## src/rtl/mcu_pkg.sv

```systemverilog
// Shared encodings for the multi-cycle control unit: opcodes, FSM states and select codes.
package mcu_pkg;

  localparam logic [6:0] LW     = 7'b0000011;
  localparam logic [6:0] SW     = 7'b0100011;
  localparam logic [6:0] OP_I   = 7'b0010011;
  localparam logic [6:0] OP     = 7'b0110011;
  localparam logic [6:0] JAL    = 7'b1101111;
  localparam logic [6:0] JALR   = 7'b1100111;
  localparam logic [6:0] BRANCH = 7'b1100011;

  typedef enum logic [2:0] {
    FETCH  = 3'd0,
    DECODE = 3'd1,
    EXEC   = 3'd2,
    MEM    = 3'd3,
    WB     = 3'd4,
    TRAP   = 3'd5
  } state_t;

  localparam logic [2:0] IMM_R = 3'b000;
  localparam logic [2:0] IMM_I = 3'b001;
  localparam logic [2:0] IMM_S = 3'b010;
  localparam logic [2:0] IMM_B = 3'b011;
  localparam logic [2:0] IMM_J = 3'b100;

  localparam logic [1:0] WB_MEM = 2'b00;
  localparam logic [1:0] WB_ALU = 2'b01;
  localparam logic [1:0] WB_PC4 = 2'b10;

endpackage

```

## src/rtl/mcu_decode.sv

```systemverilog
// Pure combinational opcode decode into datapath selects and instruction class flags.
module mcu_decode
  import mcu_pkg::*;
(
  input  logic [6:0] i_opcode,
  input  logic [2:0] i_funct3,
  input  logic       i_funct7b5,
  output logic [2:0] o_imm_sel,
  output logic       o_a_sel,
  output logic       o_b_sel,
  output logic [3:0] o_alu_sel,
  output logic [1:0] o_wb_sel,
  output logic       o_is_load,
  output logic       o_is_store,
  output logic       o_is_branch,
  output logic       o_is_jump,
  output logic       o_legal
);

  always_comb begin
    o_imm_sel   = IMM_R;
    o_a_sel     = 1'b0;
    o_b_sel     = 1'b0;
    o_alu_sel   = 4'b0000;
    o_wb_sel    = WB_MEM;
    o_is_load   = 1'b0;
    o_is_store  = 1'b0;
    o_is_branch = 1'b0;
    o_is_jump   = 1'b0;
    o_legal     = 1'b1;
    case (i_opcode)
      LW: begin
        o_b_sel   = 1'b1;
        o_imm_sel = IMM_I;
        o_is_load = 1'b1;
      end
      SW: begin
        o_b_sel    = 1'b1;
        o_imm_sel  = IMM_S;
        o_is_store = 1'b1;
      end
      OP_I: begin
        o_b_sel   = 1'b1;
        o_imm_sel = IMM_I;
        o_alu_sel = {1'b0, i_funct3};
        o_wb_sel  = WB_ALU;
      end
      OP: begin
        o_alu_sel = {i_funct7b5, i_funct3};
        o_wb_sel  = WB_ALU;
      end
      JAL: begin
        o_a_sel   = 1'b1;
        o_b_sel   = 1'b1;
        o_imm_sel = IMM_J;
        o_wb_sel  = WB_PC4;
        o_is_jump = 1'b1;
      end
      JALR: begin
        o_b_sel   = 1'b1;
        o_imm_sel = IMM_I;
        o_wb_sel  = WB_PC4;
        o_is_jump = 1'b1;
      end
      BRANCH: begin
        o_a_sel     = 1'b1;
        o_b_sel     = 1'b1;
        o_imm_sel   = IMM_B;
        o_is_branch = 1'b1;
      end
      default: o_legal = 1'b0;
    endcase
  end

endmodule

```

## src/rtl/multicycle_control_unit.sv

```systemverilog
// Multi-cycle RV32I-subset control FSM with req/ready memory handshakes and illegal-opcode trap.
// Optional memory wait timeout trap enabled by defining MCU_MEM_TIMEOUT_EN.
module multicycle_control_unit
  import mcu_pkg::*;
#(
  parameter int XLEN        = 32,
  parameter int MEM_TIMEOUT = 16
) (
  input  logic            clk,
  input  logic            rst,
  input  logic [XLEN-1:0] ins,
  input  logic            imem_ready,
  input  logic            dmem_ready,
  input  logic            beq,
  output logic            imem_req,
  output logic            dmem_req,
  output logic            dm_we,
  output logic            RF_we,
  output logic            pc_we,
  output logic            pcsel,
  output logic            a_sel,
  output logic            b_sel,
  output logic [1:0]      wb_sel,
  output logic [2:0]      imm_sel,
  output logic [3:0]      alu_sel,
  output logic            illegal,
  output logic [2:0]      state_o
`ifdef MCU_MEM_TIMEOUT_EN
  ,
  output logic            timeout
`endif
);

  state_t          r_state;
  logic [XLEN-1:0] r_ir;
  logic            r_illegal;

  logic [2:0] w_imm_sel;
  logic       w_a_sel;
  logic       w_b_sel;
  logic [3:0] w_alu_sel;
  logic [1:0] w_wb_sel;
  logic       w_is_load;
  logic       w_is_store;
  logic       w_is_branch;
  logic       w_is_jump;
  logic       w_legal;
  logic       w_timeout_hit;
  logic       w_unused_ir;

  mcu_decode u_decode (
    .i_opcode   (r_ir[6:0]),
    .i_funct3   (r_ir[14:12]),
    .i_funct7b5 (r_ir[30]),
    .o_imm_sel  (w_imm_sel),
    .o_a_sel    (w_a_sel),
    .o_b_sel    (w_b_sel),
    .o_alu_sel  (w_alu_sel),
    .o_wb_sel   (w_wb_sel),
    .o_is_load  (w_is_load),
    .o_is_store (w_is_store),
    .o_is_branch(w_is_branch),
    .o_is_jump  (w_is_jump),
    .o_legal    (w_legal)
  );

  assign w_unused_ir = ^{r_ir[XLEN-1:31], r_ir[29:15], r_ir[11:7]};

`ifdef MCU_MEM_TIMEOUT_EN
  localparam int                WAIT_W    = $clog2(MEM_TIMEOUT + 1);
  localparam logic [WAIT_W-1:0] WAIT_LAST = WAIT_W'(MEM_TIMEOUT - 1);

  logic [WAIT_W-1:0] r_wait;
  logic              r_timeout;
  logic              w_waiting;

  // Any cycle not spent waiting zeroes the count, so every FETCH/MEM visit starts fresh.
  assign w_waiting     = ((r_state == FETCH) && !imem_ready) || ((r_state == MEM) && !dmem_ready);
  assign w_timeout_hit = w_waiting && (r_wait == WAIT_LAST);
  assign timeout       = r_timeout;

  always_ff @(posedge clk or posedge rst) begin
    if (rst) begin
      r_wait    <= '0;
      r_timeout <= 1'b0;
    end else begin
      r_wait <= w_waiting ? r_wait + 1'b1 : '0;
      if (w_timeout_hit) r_timeout <= 1'b1;
    end
  end
`else
  localparam int unused_mem_timeout = MEM_TIMEOUT;
  assign w_timeout_hit = 1'b0;
`endif

  always_ff @(posedge clk or posedge rst) begin
    if (rst) begin
      r_state   <= FETCH;
      r_ir      <= '0;
      r_illegal <= 1'b0;
    end else begin
      case (r_state)
        FETCH: begin
          if (imem_ready) begin
            r_ir    <= ins;
            r_state <= DECODE;
          end else if (w_timeout_hit) begin
            r_state   <= TRAP;
            r_illegal <= 1'b1;
          end
        end
        DECODE: begin
          if (w_legal) begin
            r_state <= EXEC;
          end else begin
            r_state   <= TRAP;
            r_illegal <= 1'b1;
          end
        end
        EXEC: begin
          if (w_is_branch)                  r_state <= FETCH;
          else if (w_is_load || w_is_store) r_state <= MEM;
          else                              r_state <= WB;
        end
        MEM: begin
          if (dmem_ready) begin
            r_state <= w_is_load ? WB : FETCH;
          end else if (w_timeout_hit) begin
            r_state   <= TRAP;
            r_illegal <= 1'b1;
          end
        end
        WB:      r_state <= FETCH;
        TRAP:    r_state <= TRAP;
        default: r_state <= FETCH;
      endcase
    end
  end

  // Outputs are gated by rst so an abort mid-access can never leak a strobe.
  always_comb begin
    imem_req = 1'b0;
    dmem_req = 1'b0;
    dm_we    = 1'b0;
    RF_we    = 1'b0;
    pc_we    = 1'b0;
    pcsel    = 1'b0;
    a_sel    = 1'b0;
    b_sel    = 1'b0;
    wb_sel   = WB_MEM;
    imm_sel  = IMM_R;
    alu_sel  = 4'b0000;
    if (!rst) begin
      if (r_state == EXEC || r_state == MEM || r_state == WB) begin
        a_sel   = w_a_sel;
        b_sel   = w_b_sel;
        imm_sel = w_imm_sel;
        alu_sel = w_alu_sel;
      end
      case (r_state)
        FETCH: imem_req = 1'b1;
        EXEC: begin
          if (w_is_branch) begin
            pc_we = 1'b1;
            pcsel = r_ir[12] ? !beq : beq;
          end
        end
        MEM: begin
          dmem_req = 1'b1;
          dm_we    = w_is_store;
          pc_we    = w_is_store && dmem_ready;
        end
        WB: begin
          RF_we  = 1'b1;
          pc_we  = 1'b1;
          pcsel  = w_is_jump;
          wb_sel = w_wb_sel;
        end
        default: ;
      endcase
    end
  end

  assign illegal = r_illegal;
  assign state_o = r_state;

endmodule

```

## config.mk

```make
export PLATFORM = sky130hd
export DESIGN_NAME = multicycle_control_unit
export DESIGN_NICKNAME = d
export VERILOG_FILES = /design/src/rtl/mcu_pkg.sv /design/src/rtl/mcu_decode.sv /design/src/rtl/multicycle_control_unit.sv
export SDC_FILE = /design/constraint.sdc
export NUM_CORES = 1
export LEC_CHECK = 0
export BUFFER_PORTS_ARGS = -buffer_cell sky130_fd_sc_hd__buf_2
export CORE_MARGIN = 3
export CORE_UTILIZATION = 44
export CTS_BUF_LIST = sky130_fd_sc_hd__clkbuf_4
export DETAILED_ROUTE_END_ITERATION = 10
export GPL_TIMING_DRIVEN = 0
export PLACE_DENSITY = 0.79
export SYNTH_ARGS = -nofsm -noshare
export SYNTH_HDL_FRONTEND = slang
export SYNTH_SLANG_ARGS = --single-unit
```

## constraint.sdc

```tcl
create_clock -name clk -period 2.4 [get_ports clk]
set_clock_uncertainty 0.2 [all_clocks]
set_input_delay 0.48 -clock clk [delete_from_list [all_inputs] [get_ports clk]]
set_output_delay 0.48 -clock clk [all_outputs]
set_load 0.03 [all_outputs]
```

Word-level counts from Yosys, hierarchy flattened. Index checks and enable logic that the tools add are counted.

Bits in writable memories: 0. Memory bits (read-only): 0. Logic and storage cells: 75. Memories: 0. Bits in registers: 35. Latch bits: 0.

Multiply operators: 0. Multiplexer cells: 42. Eq/ne operators: 14. Reduce and logical (&&, ||, !) cells: 15. Bitwise operators: 1. Shift operators: 0. $lt $le $gt $ge: 0. $add $sub $neg: 0. Divide/modulo/power cells: 0.

Operator list (count): two-way mux 1 bit (24); two-way mux 3 bit (8); == test 7 bit, second input constant (3); one-hot mux 3 bit (5 select lines) (1); == test 7 x 6 -> 1 bit, second input constant (2); one-hot mux 3 bit (4 select lines) (1); two-way mux 4 bit (2); one-hot mux 4 bit (2 select lines) (1); == test 7 x 2 -> 1 bit, second input constant (1); == test 7 x 5 -> 1 bit, second input constant (1); OR reduction 7 bit (1); == test 3 x 2 -> 1 bit, second input constant (2); == test 3 bit, second input constant (2); AND reduction 2 bit (3); OR reduction 2 bit (3); OR reduction 6 bit (1); two-way mux 2 bit (2); != test 2 bit, second input constant (2); one-hot mux 2 bit (2 select lines) (1); == test 3 x 1 -> 1 bit, second input constant (1); logical NOT 3 bit (1); logical OR 1 bit (3); one-hot mux 1 bit (3 select lines) (1); OR reduction 3 bit (1); 4 further kinds (4).

Logic depth before layout (Yosys ltp).
Depth after elaboration: 6. Mapped depth: 5. Depth with buffers taken out: 4.

Hierarchy. A second synthesis with hierarchy kept.

Cells, all modules: 112. Area total of the unflattened synthesis: 1062.3 um^2.

Modules (own cells, without submodules): multicycle_control_unit (sequential area each 375.4 um^2, area an instance 877.1 um^2, instances 1, cells an instance 84); mcu_decode (sequential area each 0.0 um^2, area an instance 185.2 um^2, instances 1, cells an instance 28).

Worst setup path before layout. No wires, ideal clock.

Kind: flip-flop to output port. Start: register r_state[1] (netlist: state_o[1]). End: output imm_sel[1]. Slack: -286 ps. Stages on the path, launching flop included: 5. Data arrival time: 2006 ps. Cells stage by stage: dfrtp_1 > buf_4 > or3b_4 > a21o_4 > nor3_1.

Longest elaborated chain between the ends: 5. Elaborated cells on any way between the ends: 7.

RTL lines: from (decl) (RTL line multicycle_control_unit.sv:34) `state_t r_state;`; from (signal assigned) (RTL line multicycle_control_unit.sv:127) `r_state <= w_is_load ? WB : FETCH;`; == test 3 x 2 -> 1 bit (RTL line multicycle_control_unit.sv:154) `if (r_state == EXEC || r_state == MEM || r_state == WB) begin`; logical OR 1 bit (RTL line multicycle_control_unit.sv:154); logical OR 1 bit * (RTL line multicycle_control_unit.sv:154); two-way mux 3 bit * (RTL line multicycle_control_unit.sv:154); two-way mux 3 bit * (RTL line multicycle_control_unit.sv:153) `if (!rst) begin`; to (decl) (RTL line multicycle_control_unit.sv:24) `output logic [2:0] imm_sel,`.

Mark *: on every way between the ends. The rest lies on a longest branch, timed or not.

Worst setup path after layout.
Start: register r_state[1] (netlist: state_o[1]). End: output alu_sel[3].

Longest elaborated chain between the ends: 5. Elaborated cells on any way between the ends: 7.

RTL lines: == test 3 x 2 -> 1 bit (RTL line multicycle_control_unit.sv:154); logical OR 1 bit (RTL line multicycle_control_unit.sv:154); logical OR 1 bit * (RTL line multicycle_control_unit.sv:154); two-way mux 4 bit * (RTL line multicycle_control_unit.sv:154); two-way mux 4 bit * (RTL line multicycle_control_unit.sv:153); to (decl) (RTL line multicycle_control_unit.sv:25) `output logic [3:0] alu_sel,`.

Marked as above.

==> results.yml <==
clock_network:
  hold_buffers: 0
  clk_latency_ps: 280
  numCtsBuffers: 3
  cts_htree_levels: 1
  cts_sinks: 15
  clockBufferDepth: 2
  cts_tree: "built"
  path_clk_slew_ps: 80
  cts_root_buf: "clkbuf_4"
setup_path:
  reg2reg_slack_ps: 330
  r2r-end: "r_ir[4]$_DFFE_PP0P_"
  startpoint: "state_o[1]$_DFFE_PP0P_"
  cp.arrival_ps: 1780
  start_kind: "flip-flop"
  reg2reg_from: "state_o[2]$_DFFE_PP0P_"
  end_kind: "output port"
  setup.worst_path.class: "reg -> out"
  crit_slowest_cell: "dfrtp_2"
  required_ps: 1720
  cp_max_fo: 7
  worst-r2r-cell-count: 4
  slowest_delay_ps: 430
  endpoint: "alu_sel[3]"
  crit_chain: "or3b_4 -> a21o_4 -> nor2_4 -> and3_4 -> buf_6"
place:
  place_congestion: 0.916
  dp_hpwl_mm: 1.82
  place_area_sq_um: 1190
  io_buffers: 35
drt:
  drc: 0
  drtIter0Drc: 26
  wl_mm: 2.90
  dr_total_vias: 1059
  antenna_left: 0
  via_per_inst: 5.72
  post_drt_wl_per_cell_um: 15.6
  first_pass_iters: 4
outcome:
  status: "complete, but fails checks"
  violations: "setup timing"
yosys:
  synth_top_area_share_pct: 38.5
  synthTopCellsByCount: "dfrtp_1 (15), mux2_2 (11), nor2_1 (10)"
  ys_seq_area_share_pct: 38.5
  syn_inst: 101
  synth.yosys.warnings: 0
  synthesis.area_sq_um: 975
  async_flop_share_pct: 100
  syn-num-nets: 138
  synth-edff-count: 0
  avgSynthCellArea_sq_um: 9.65
  synth-seq-cells: 15
  synth_area_leaders: "dfrtp_1 (39%), mux2_2 (13%), nor2_1 (3.9%)"
  yosysMostFrequentCell: "dfrtp_1"
  synth_ff_type: "dfrtp_1"
  yosys.area.top_type: "dfrtp_1"
  yosysUniqueCellTypes: 37
floorplanning:
  core_region_area_sq_um: 2020
  dieArea_sq_um: 2820
  initial_core_util_pct: 48.2
  die_height_um: 53.1
  fp-row-count: 16
  die_w_um: 53.1
  io_pins: 58
timing:
  fin_crit_sh_pct: 102
  hold_viol_final: 0
  max_freq_ghz: 0.407
  fin_ws_ps: -58.8
  tightest_slew_ps: 596
  min_period_ps: 2460
  slew_headroom_pct: 60.2
  final_max_slew_viol_count: 0
  rsz0062_at_grt: "yes"
  setup_viol_count_final: 5
finish:
  num-nets-final: 196
  area_delta_synth_final_pct: 54.2
  insertedDiodeCount: 0
  fin_area_sq_um: 1500
  post-route-util_pct: 74.3
  nFillCells: 155
  layout-drive-gt1-share_pct: 62.7
grt:
  grt_pass1_vias: 1002
  grt_pass1_wl_mm: 4.44
  grt_remaining_overflow: 0
  grt_max_degree: 17
  grtUsageTotal_pct: 21.8
  antenna_found_initial: 0
worst_hold_path:
  hold_class: "in -> async"
pwr:
  p_leak_nw: 0.690
  p_per_area_nw_per_um2: 1040
  ir_drop_mv: 0.629
job:
  maxCapViolCount: 0
-- report_power, final --
group          total [W]  switching, W  leakage (nW)  internal (W)
Combinational   0.000890      0.000417         0.503      0.000473
Clock           0.000150     0.0000743        0.0184     0.0000758
Sequential      0.000518      0.000143         0.168      0.000375
Total            0.00156      0.000634         0.690      0.000924
-- routing by layer --
metal  up-vias  track usage [%]  routed length (um)
met2        66             39.0                1460
met3         6             4.51                 216
met5         -                0                   0
met1       504             25.7                1170
li1        483                -                   -
met4         0             6.81                  46
-- per-stage QoR --
stage	instances	total power, W	setup WS [ps]	hold WS, ps	setup TNS, ps
final	185	0.00156	-58.8	77.7	-175
after global routing	185	0.00165	-143	103	-723
after CTS	181	0.00143	-92.7	84.1	-349
after detailed placement	163	0.00108	-9.33	266	-9.33
after global placement	163	0.00105	29.1	255	0
after floorplan	101	0.000930	-119	271	-610
-- cells in the final DEF (no fill, tap or decap), types with 2 or more instances in the layout --
| cell | instances |
|---|---|
| a21oi_1 | 6 |
| and2_2 | 3 |
| and3_1 | 2 |
| buf_2 | 22 |
| buf_4 | 25 |
| buf_6 | 8 |
| clkbuf_4 | 5 |
| clkbuf_8 | 2 |
| dfrtp_1 | 9 |
| dfrtp_2 | 6 |
| mux2_2 | 11 |
| nand2_1 | 4 |
| nand3_1 | 2 |
| nand3_2 | 2 |
| nand3b_1 | 2 |
| nor2_1 | 10 |
| nor2b_1 | 2 |
| nor3_1 | 3 |
| nor3_4 | 2 |
| nor4_1 | 2 |
| o21ai_0 | 3 |
-- worst min path at each step --
| stage | from | end | slack (ps) | depth (start not counted) |
|---|---|---|---|---|
| floorplan | r_ir[30]$_DFFE_PP0P_ | r_ir[30]$_DFFE_PP0P_ | 270 | 1 |
| global route | rst | state_o[0]$_DFFE_PP0P_ | 100 | 2 |
| finish | rst | r_ir[6]$_DFFE_PP0P_ | 80 | 2 |
| global placement | illegal$_DFFE_PP0P_ | illegal$_DFFE_PP0P_ | 250 | 1 |
| CTS | rst | r_ir[6]$_DFFE_PP0P_ | 80 | 2 |
| detailed placement | illegal$_DFFE_PP0P_ | illegal$_DFFE_PP0P_ | 270 | 1 |
-- state kept, by name, indices dropped and copies added (netlist names) --
signal and cells:
state_o 3, r_ir 11, illegal 1
-- cell type report --
type | count | area, sq um | area share [%]
flip-flops and latches | 15 | 383 | 25.5
plain buffers | 5 | 51.3 | 3.41
clock buffers | 4 | 30.0 | 2.00
repair buffers | 54 | 377 | 25.1
inverters | 1 | 3.75 | 0.250
multi-input cells | 79 | 624 | 41.5
well taps | 27 | 33.8 | 2.25
-- critical path: cells and delay by family (launching register included) --
family / cells / cell delay, ps
and+or+nand+nor: 3 / 700
DFF: 1 / 430
AOI/OAI and AO/OA: 1 / 240
buffers and inverters: 1 / 120
-- cells by family (layout without fill, tap and decap cells) --
group	count (synthesis)	after routing	synth area share [%]
AND/OR/NAND/NOR	49	49	30.0
AO/OA/AOI/OAI	18	18	12.6
flip-flops	15	15	38.5
multiplexers	11	11	12.7
buffers and inverters	7	64	5.26
XOR/XNOR	1	1	0.899
-- repair_timing --
action,CTS,global route
resized for setup,25,24
setup endpoints to repair,13,14
pin swaps,7,4
setup buffers,15,4
No activity file was read; power rests on OpenSTA's default activity.
